===== src/rtl/noc_send_arbiter.sv =====
// Packet-atomic round-robin injection arbiter for one network send port, gated per VC by peek flow control.
// Optional watchdog abort of a stalled packet when NOC_ARB_WDOG_EN is defined.
module noc_send_arbiter_lane #(
  parameter int DATA_W  = 32,
  parameter int VC_W    = 1,
  parameter int NUM_VCS = 2,
  parameter int FW      = 36
) (
  input  logic [FW-1:0]      flit,
  input  logic               valid,
  input  logic [NUM_VCS-1:0] nonfull_vcs,
  input  logic [NUM_VCS-1:0] holdoff,
  output logic               elig
);
  logic [VC_W-1:0] vc;
  assign vc = flit[DATA_W +: VC_W];

  // A VC outside the non-full vector can never be sent.
  always_comb begin
    elig = 1'b0;
    for (int v = 0; v < NUM_VCS; v++)
      if (vc == VC_W'(v)) elig = valid & nonfull_vcs[v] & ~holdoff[v];
  end
endmodule

module noc_send_arbiter #(
  parameter  int NUM_REQ     = 4,
  parameter  int DATA_W      = 32,
  parameter  int DEST_W      = 2,
  parameter  int VC_W        = 1,
  parameter  int NUM_VCS     = 2,
  parameter  int WDOG_CYCLES = 64,
  localparam int FW          = 2 + DEST_W + VC_W + DATA_W,
  localparam int IDX_W       = $clog2(NUM_REQ)
) (
  input  logic                  INIT_CLK,
  input  logic                  RESET,
  input  logic [NUM_REQ-1:0]    req_valid,
  input  logic [NUM_REQ*FW-1:0] req_flit,
  output logic [NUM_REQ-1:0]    req_ready,
  input  logic [NUM_VCS-1:0]    nonfull_vcs,
  output logic [FW-1:0]         flit_out,
  output logic                  en_put_flit,
  output logic [IDX_W-1:0]      grant_idx,
  output logic                  locked,
  output logic                  wdog_err
);
  typedef enum logic {S_IDLE, S_LOCKED} state_t;

  if (NUM_REQ < 2 || NUM_REQ > 8 || WDOG_CYCLES < 1) begin : g_bad_params
    $error("noc_send_arbiter: parameter out of range");
  end

  state_t               state_q, state_d;
  logic [IDX_W-1:0]     rr_ptr_q, rr_ptr_d, grant_idx_q, grant_idx_d;
  logic [NUM_VCS-1:0]   holdoff_q, holdoff_d;
  logic [FW-1:0]        flit_out_q, flit_out_d;
  logic                 en_put_q, en_put_d, wdog_err_q, wdog_err_d;
  logic [NUM_REQ-1:0]   elig;
  logic                 win_found;
  logic [IDX_W-1:0]     win_idx;
  logic [FW-1:0]        win_flit;
  logic [VC_W-1:0]      win_vc;
  int                   j;
`ifdef NOC_ARB_WDOG_EN
  localparam int CNT_W = $clog2(WDOG_CYCLES + 1);
  logic [CNT_W-1:0]     cnt_q, cnt_d;
`endif

  for (genvar i = 0; i < NUM_REQ; i++) begin : g_lane
    noc_send_arbiter_lane #(.DATA_W(DATA_W), .VC_W(VC_W), .NUM_VCS(NUM_VCS), .FW(FW)) u_lane (
      .flit(req_flit[i*FW +: FW]), .valid(req_valid[i]), .nonfull_vcs(nonfull_vcs),
      .holdoff(holdoff_q), .elig(elig[i]));
  end

  function automatic logic [IDX_W-1:0] nxt(input logic [IDX_W-1:0] i);
    return (int'(i) == NUM_REQ - 1) ? '0 : i + 1'b1;
  endfunction

  // Descending scan so the last hit is the first eligible at or after rr_ptr.
  always_comb begin
    win_found = 1'b0;
    win_idx   = '0;
    j         = 0;
    if (state_q == S_LOCKED) begin
      win_idx   = grant_idx_q;
      win_found = elig[grant_idx_q];
    end else begin
      for (int k = NUM_REQ - 1; k >= 0; k--) begin
        j = int'(rr_ptr_q) + k;
        if (j >= NUM_REQ) j = j - NUM_REQ;
        if (elig[j]) begin
          win_found = 1'b1;
          win_idx   = IDX_W'(j);
        end
      end
    end
    if (RESET) win_found = 1'b0;
    req_ready          = '0;
    req_ready[win_idx] = win_found;
  end

  assign win_flit = req_flit[int'(win_idx)*FW +: FW];
  assign win_vc   = win_flit[DATA_W +: VC_W];

  always_comb begin
    state_d     = state_q;
    rr_ptr_d    = rr_ptr_q;
    grant_idx_d = grant_idx_q;
    holdoff_d   = '0;
    en_put_d    = win_found;
    flit_out_d  = {1'b0, flit_out_q[FW-2:0]};
    wdog_err_d  = 1'b0;
`ifdef NOC_ARB_WDOG_EN
    cnt_d       = '0;
`endif
    if (win_found) begin
      flit_out_d  = {1'b1, win_flit[FW-2:0]};
      grant_idx_d = win_idx;
      for (int v = 0; v < NUM_VCS; v++)
        if (win_vc == VC_W'(v)) holdoff_d[v] = 1'b1;
      if (win_flit[FW-2]) begin
        state_d  = S_IDLE;
        rr_ptr_d = nxt(win_idx);
      end else begin
        state_d  = S_LOCKED;
      end
    end
`ifdef NOC_ARB_WDOG_EN
    else if (state_q == S_LOCKED) begin
      if (cnt_q == CNT_W'(WDOG_CYCLES - 1)) begin
        wdog_err_d = 1'b1;
        state_d    = S_IDLE;
        rr_ptr_d   = nxt(grant_idx_q);
      end else begin
        cnt_d = cnt_q + 1'b1;
      end
    end
`endif
  end

  always_ff @(posedge INIT_CLK or posedge RESET) begin
    if (RESET) begin
      state_q     <= S_IDLE;
      rr_ptr_q    <= '0;
      grant_idx_q <= '0;
      holdoff_q   <= '0;
      flit_out_q  <= '0;
      en_put_q    <= 1'b0;
      wdog_err_q  <= 1'b0;
`ifdef NOC_ARB_WDOG_EN
      cnt_q       <= '0;
`endif
    end else begin
      state_q     <= state_d;
      rr_ptr_q    <= rr_ptr_d;
      grant_idx_q <= grant_idx_d;
      holdoff_q   <= holdoff_d;
      flit_out_q  <= flit_out_d;
      en_put_q    <= en_put_d;
      wdog_err_q  <= wdog_err_d;
`ifdef NOC_ARB_WDOG_EN
      cnt_q       <= cnt_d;
`endif
    end
  end

  assign flit_out    = flit_out_q;
  assign en_put_flit = en_put_q;
  assign grant_idx   = grant_idx_q;
  assign locked      = (state_q == S_LOCKED);
  assign wdog_err    = wdog_err_q;
endmodule

===== config.mk =====
export PLATFORM = sky130hd
export DESIGN_NAME = noc_send_arbiter
export DESIGN_NICKNAME = d
export VERILOG_FILES = /design/src/rtl/noc_send_arbiter.sv
export SDC_FILE = /design/constraint.sdc
export NUM_CORES = 1
export LEC_CHECK = 0
export CAP_MARGIN = 40
export CORE_MARGIN = 5
export CORE_UTILIZATION = 40
export DETAILED_ROUTE_END_ITERATION = 10
export PLACE_DENSITY = 0.88
export SYNTH_ARGS = -nofsm -noshare
export SYNTH_HDL_FRONTEND = slang
export SYNTH_SLANG_ARGS = --single-unit

===== constraint.sdc =====
create_clock -name INIT_CLK -period 4.9 [get_ports INIT_CLK]
set_clock_uncertainty 0.15 [all_clocks]
set_input_delay 0.98 -clock INIT_CLK [delete_from_list [all_inputs] [get_ports INIT_CLK]]
set_output_delay 0.98 -clock INIT_CLK [all_outputs]
set_load 0.05 [all_outputs]

## Word level (Yosys, flattened, before mapping)

Index checks and enable logic that the tools add are counted.

- Add/sub/neg operators: 8
- Multipliers: 1
- Order comparisons: 11
- Equality and inequality tests: 1
- Shift operators: 1
- Muxes and demuxes: 45
- Bitwise gates (word level): 19
- Reduce and logical (&&, ||, !) cells: 2

Operators by type and width:

| kind | number |
|---|---|
| 2-to-1 mux 32 bit | 8 |
| variable part select 148 x 9 -> 36 bit | 1 |
| less-than comparator 32 x 4 -> 1 bit (second input constant) | 4 |
| 2-to-1 mux 37 bit | 1 |
| 2-to-1 mux 1 bit | 23 |
| AND 1 bit | 16 |
| 2-to-1 mux 2 bit | 7 |
| subtractor 3 x 3 -> 4 bit (second input constant) | 3 |
| binary-select mux 1 bit (select 2 bit) | 5 |
| >= comparator 3 bit (second input constant) | 3 |
| multiplier 2 x 6 -> 8 bit (second input constant) | 1 |
| adder 2 x 2 -> 3 bit (second input constant) | 2 |
| less-than comparator 2 x 3 -> 1 bit (second input constant) | 2 |
| AND 4 bit | 1 |
| subtractor 2 x 3 -> 4 bit (second input constant) | 1 |
| adder 2 x 1 -> 3 bit (second input constant) | 1 |
| >= comparator 2 x 3 -> 1 bit (second input constant) | 1 |
| adder 2 x 1 -> 2 bit (second input constant) | 1 |
| demux 1 bit (select 2 bit) | 1 |
| equality test 2 x 1 -> 1 bit (second input constant) | 1 |
| >= comparator 2 x 1 -> 1 bit (second input constant) | 1 |
| inverter 1 bit | 2 |
| AND reduction 2 bit | 1 |
| logical AND 1 bit | 1 |

- Flip-flop bits (word level): 45
- Input bits: 156
- Output and inout bits: 46
- Logic and storage cells: 95

## Longest topological paths before layout

- Word-level depth: 17
- Gate-level depth with buffers: 11
- Mapped depth without buffers: 10

## Hierarchy

A second synthesis with hierarchy kept.

- Cell total of the unflattened synthesis: 370
- Area, all modules: 3382.0 µm²

Modules (own cells, without submodules):

| module | times used | cells each | area each (µm²) | seq. area each (µm²) |
|---|---|---|---|---|
| noc_send_arbiter | 1 | 358 | 3281.9 | 1101.1 |
| noc_send_arbiter_lane | 4 | 3 | 25.0 | 0.0 |

## Worst setup path after synthesis

No wires, ideal clock.

- Path kind: input to output
- Start: input req_flit[32]
- End: output req_ready[1]
- Arrival time: 3160 ps
- Data required time: 3770 ps
- Path slack: 610 ps
- Cell stages on the path: 9
- Buffers on the path: 1
- Cells stage by stage: and4bb_4 -> or2_4 -> a221o_1 -> o211ai_2 -> nand2_1 -> clkbuf_1 -> inv_1 -> ha_1 -> and2_1

- Word-level cells in the longest chain between the ends: 14
- Elaborated cells on any way between the ends: 32
- Classes of those cells: order compare (2); mux (28); bitwise (1); reduce/logical (1)

Ends and longest elaborated chain:

| element | line | text |
|---|---|---|
| start, declared | 39 | `input logic [NUM_REQ*FW-1:0] req_flit,` |
| 2-to-1 mux 1 bit (*) | 22 | `if (vc == VC_W'(v)) elig = valid & nonfull_vcs[v] & ~holdoff[v];` |
| binary-select mux 1 bit (select 2 bit) | 92 | `if (elig[j]) begin` |
| 2-to-1 mux 1 bit (not written as such) (2 in a row) | 92 |  |
| 2-to-1 mux 2 bit (3 in a row) | 92 |  |
| 2-to-1 mux 2 bit (*) | 92 |  |
| 2-to-1 mux 2 bit (*) | 85 | `if (state_q == S_LOCKED) begin` |
| net win_idx[1] | 61 | `logic [IDX_W-1:0] win_idx;` |
| less-than comparator 2 x 3 -> 1 bit (not written as such) / >= comparator 2 x 1 -> 1 bit (equally long branches) | 100 | `req_ready[win_idx] = win_found;` |
| logical AND 1 bit (not written as such) | 100 |  |
| 2-to-1 mux 1 bit (not written as such) | 100 |  |
| demux 1 bit (select 2 bit) (*) | 100 |  |
| AND 4 bit (no source line) (*) | - |  |
| end, declared | 40 | `output logic [NUM_REQ-1:0] req_ready,` |

The timed path passes the listed nets; every way through them passes the cells marked *. The select of a mux whose other input is x is not followed.

## Worst setup path after layout

- Start: input nonfull_vcs[0]
- End: output req_ready[3]

- Word-level cells in the longest chain between the ends: 16
- Elaborated cells on any way between the ends: 43
- Classes of those cells: order compare (2); mux (31); bitwise (9); reduce/logical (1)

Ends and longest elaborated chain:

| element | line | text |
|---|---|---|
| start, declared | 41 | `input logic [NUM_VCS-1:0] nonfull_vcs,` |
| AND 1 bit (2 in a row) | 22 |  |
| 2-to-1 mux 1 bit | 22 |  |
| binary-select mux 1 bit (select 2 bit) | 92 |  |
| 2-to-1 mux 1 bit (not written as such) (2 in a row) | 92 |  |
| 2-to-1 mux 2 bit (3 in a row) | 92 |  |
| 2-to-1 mux 2 bit (*) | 92 |  |
| 2-to-1 mux 2 bit (*) | 85 |  |
| net win_idx[0] | 61 |  |
| less-than comparator 2 x 3 -> 1 bit (not written as such) / >= comparator 2 x 1 -> 1 bit (equally long branches) | 100 |  |
| logical AND 1 bit (not written as such) | 100 |  |
| 2-to-1 mux 1 bit (not written as such) | 100 |  |
| demux 1 bit (select 2 bit) (*) | 100 |  |
| AND 4 bit (no source line) (*) | - |  |

Marks and branches as above.

==> out/results.tsv <==
stage	metric	value	unit
clock_tree	clock sink total	44	
placed_design	GPL Wtd Cong	0.987	
synthesis	cell area after synthesis	3080	um2
global_route	first-pass GRT wire length	18300	um
flow_run	Max Cap Viol	0	
synthesis	largest cells by area after synthesis	dfrtp_1, a211oi_1, mux2i_1	
sta	minimum clock period	4.60	ns
synthesis	Yosys cell types	44	
power_and_ir_drop	VDD IR max	0.000266	V
floorplan	Core Region	7610	um2
setup_path	Required @ worst endpoint	3.77	ns
synthesis	Mapped Cells	330	
clock_tree	worst skew pair latency	0.29	ns
global_route	GRT Total Usage	0.232	
power_and_ir_drop	Pwr per Cell Area	593	nW/um2
detailed_routing	DR vias/cell	5.68	
setup_path	worst-path fanout max	5	
setup_path	Crit. End Element	output port	
sta	Slew Limit Fails	0	
synthesis	Post-synth EDFFs	0	
clock_tree	TritonCTS clock tree	built	
floorplan	die width	97.8	um
setup_path	CP Launch Type	input port	
sta	fmax	0.217	GHz
layout	Antenna Cells	0	
synthesis	leading register cell type out of synthesis	dfrtp_1	
clock_tree	postcts setup bufs	0	
synthesis	top-count cell post-synth	a211oi_1	
layout	share of cells above drive strength 1	0.0698	
sta	Worst Max-Slew Pin Slew	0.873	ns
clock_tree	CTS Root Cell	clkbuf_8	
synthesis	cell taking the most area after synthesis	dfrtp_1	
status	outcome	finished clean	
synthesis	async set-reset flop share out of synthesis	1.00	
synthesis	post-synthesis sequential area ratio	0.357	
detailed_routing	Vias	3508	
sta	final hold slack	0.370	ns
floorplan	I/O pin count	202	
clock_tree	CTS HTree Levels	2	
sta	RSZ-0062 raised after global routing	false	
synthesis	Syn Area/Cell	9.34	um2
floorplan	Die Y	97.8	um
global_route	largest net degree at the start of global routing	38	
detailed_routing	routed len/inst	18.1	um
clock_tree	clk slew on worst S/H paths	0.08	ns
placed_design	HPWL after DPL	8780	um
sta	Final period util	0.939	
layout	fin nets	675	
synthesis	top post-synthesis cells by count	a211oi_1, dfrtp_1, nor2_1, and3_1, mux2i_1	
layout	fill count	594	
clock_tree	hold_buf cts	0	
global_route	vias in the first global route	3772	
sta	final hold violation count	0	
power_and_ir_drop	P_leak	2.10	nW
sta	total negative slack	0	ns
layout	Layout area overhead	70.5	%
synthesis	Syn Nets	490	
global_route	grt ovf	0	
floorplan	initial core utilization	0.405	
clock_tree	clock buffer depth	2	
synthesis	share of the synthesized area in the top cell type	0.357	
power_and_ir_drop	total chip power	0.00312	W
setup_path	kind of critical path	in -> out	
detailed_routing	Routed Antenna Nets	0	
setup_path	Arrival @ worst endpoint	3.47	ns
floorplan	num rows	32	
global_route	initial antenna violation count	0	
sta	final setup vio count	0	
synthesis	Yosys warnings	0	
detailed_routing	drt pass-1 iters	4	
clock_tree	PostCTS Resize Cnt	0	
detailed_routing	# DRC	0	
sta	Rel. slew slack	0.418	
synthesis	synthesized flop and latch total	44	
detailed_routing	final wirelength	11200	um
detailed_routing	Iteration-0 DRC Markers	113	
worst_hold_path	Hold Path Class	reg -> reg	
floorplan	DIE AREA	9560	um2
placed_design	PortBufs	196	
clock_tree	CTS Buf Count	5	
metal layers:
layer,part of all wire,up-vias,GRT usage,wire length [um]
met4,0.034,0,0.0990,380
met1,0.37,1660,0.262,4150
met3,0.089,35,0.0736,995
met5,0,-,0,0
li1,-,1632,-,-
met2,0.50,181,0.405,5630
registers in the layout, summed over array words and instances (netlist names):
| name | count |
|---|---|
| rr_ptr_q | 2 |
| locked | 1 |
| flit_out | 37 |
| holdoff_q | 2 |
| grant_idx | 2 |
worst paths after layout:
path / endpoint / slack, ns / depth (start not counted) / start
max in group asynchronous: flit_out[1]$_DFFE_PP0P_ / 3.12 / 3 / RESET
min: flit_out[35]$_DFFE_PP0P_ / 0.37 / 1 / flit_out[35]$_DFFE_PP0P_
min reg2reg: flit_out[35]$_DFFE_PP0P_ / 0.37 / 1 / flit_out[35]$_DFFE_PP0P_
min in group asynchronous: flit_out[32]$_DFFE_PP0P_ / 0.98 / 2 / RESET
max reg2reg: rr_ptr_q[1]$_DFFE_PP0P_ / 1.43 / 10 / holdoff_q[1]$_DFF_PP0_
max: req_ready[3] / 0.30 / 10 / nonfull_vcs[0]
where the power goes:
group / internal (W) / switching [W]
Combinational: 0.000854 / 0.00136
Sequential: 0.000545 / 0.000124
Clock: 0.000115 / 0.000122
cell usage in the layout (no fill, tap or decap), drive strengths merged, types with 5 or more instances in the layout:
cell           instances
a211oi                71
inv                    5
clkdlybuf4s50        192
and2                   6
mux2i                 36
nand2                  8
nor2                  39
clkbuf                 8
o21ai                  8
and3                  36
nor3                   5
buf                   16
dfrtp                 44
critical path, stage by stage:
cell and delay, ns:
clkdlybuf4s50_1 0.47, and4bb_2 0.29, nor2_1 0.31, a211oi_1 0.10, nor4_1 0.47, or2_1 0.20, inv_1 0.11, ha_1 0.22
and2_1 0.14, buf_4 0.18
final cells by class:
class | instances | area (um2) | area share
Tap cell | 102 | 128 | 0.0243
Clock buffer | 8 | 90.1 | 0.0171
Multi-Input combinational cell | 251 | 1830 | 0.348
Timing Repair Buffer | 208 | 2090 | 0.397
Sequential cell | 44 | 1100 | 0.210
Inverter | 5 | 18.8 | 0.00357
stage by stage:
stage | setup WS [ns] | utilization | std cells | instance area (um2)
2_1_floorplan | 0.610 | - | 330 | 3080
3_3_place_gp | 0.430 | 0.675 | 609 | 5140
3_5_place_dp | 0.355 | 0.679 | 610 | 5160
4_1_cts | 0.333 | 0.691 | 618 | 5260
5_1_grt | 0.145 | 0.691 | 618 | 5260
6_report | 0.298 | 0.691 | 618 | 5260
kinds of logic (layout without fill, tap and decap cells):
family                   Yosys count  count (layout)  synth area share
buffers and inverters             35             221            0.0520
flip-flops                        44              44             0.357
multiplexers                      40              40             0.140
AO/OA/AOI/OAI                    101             101             0.247
other                              1               1           0.00122
AND/OR/NAND/NOR                  105             105             0.186
adder cells (fa/ha/maj)            4               4            0.0162
Power figures use the tool's default switching activity.
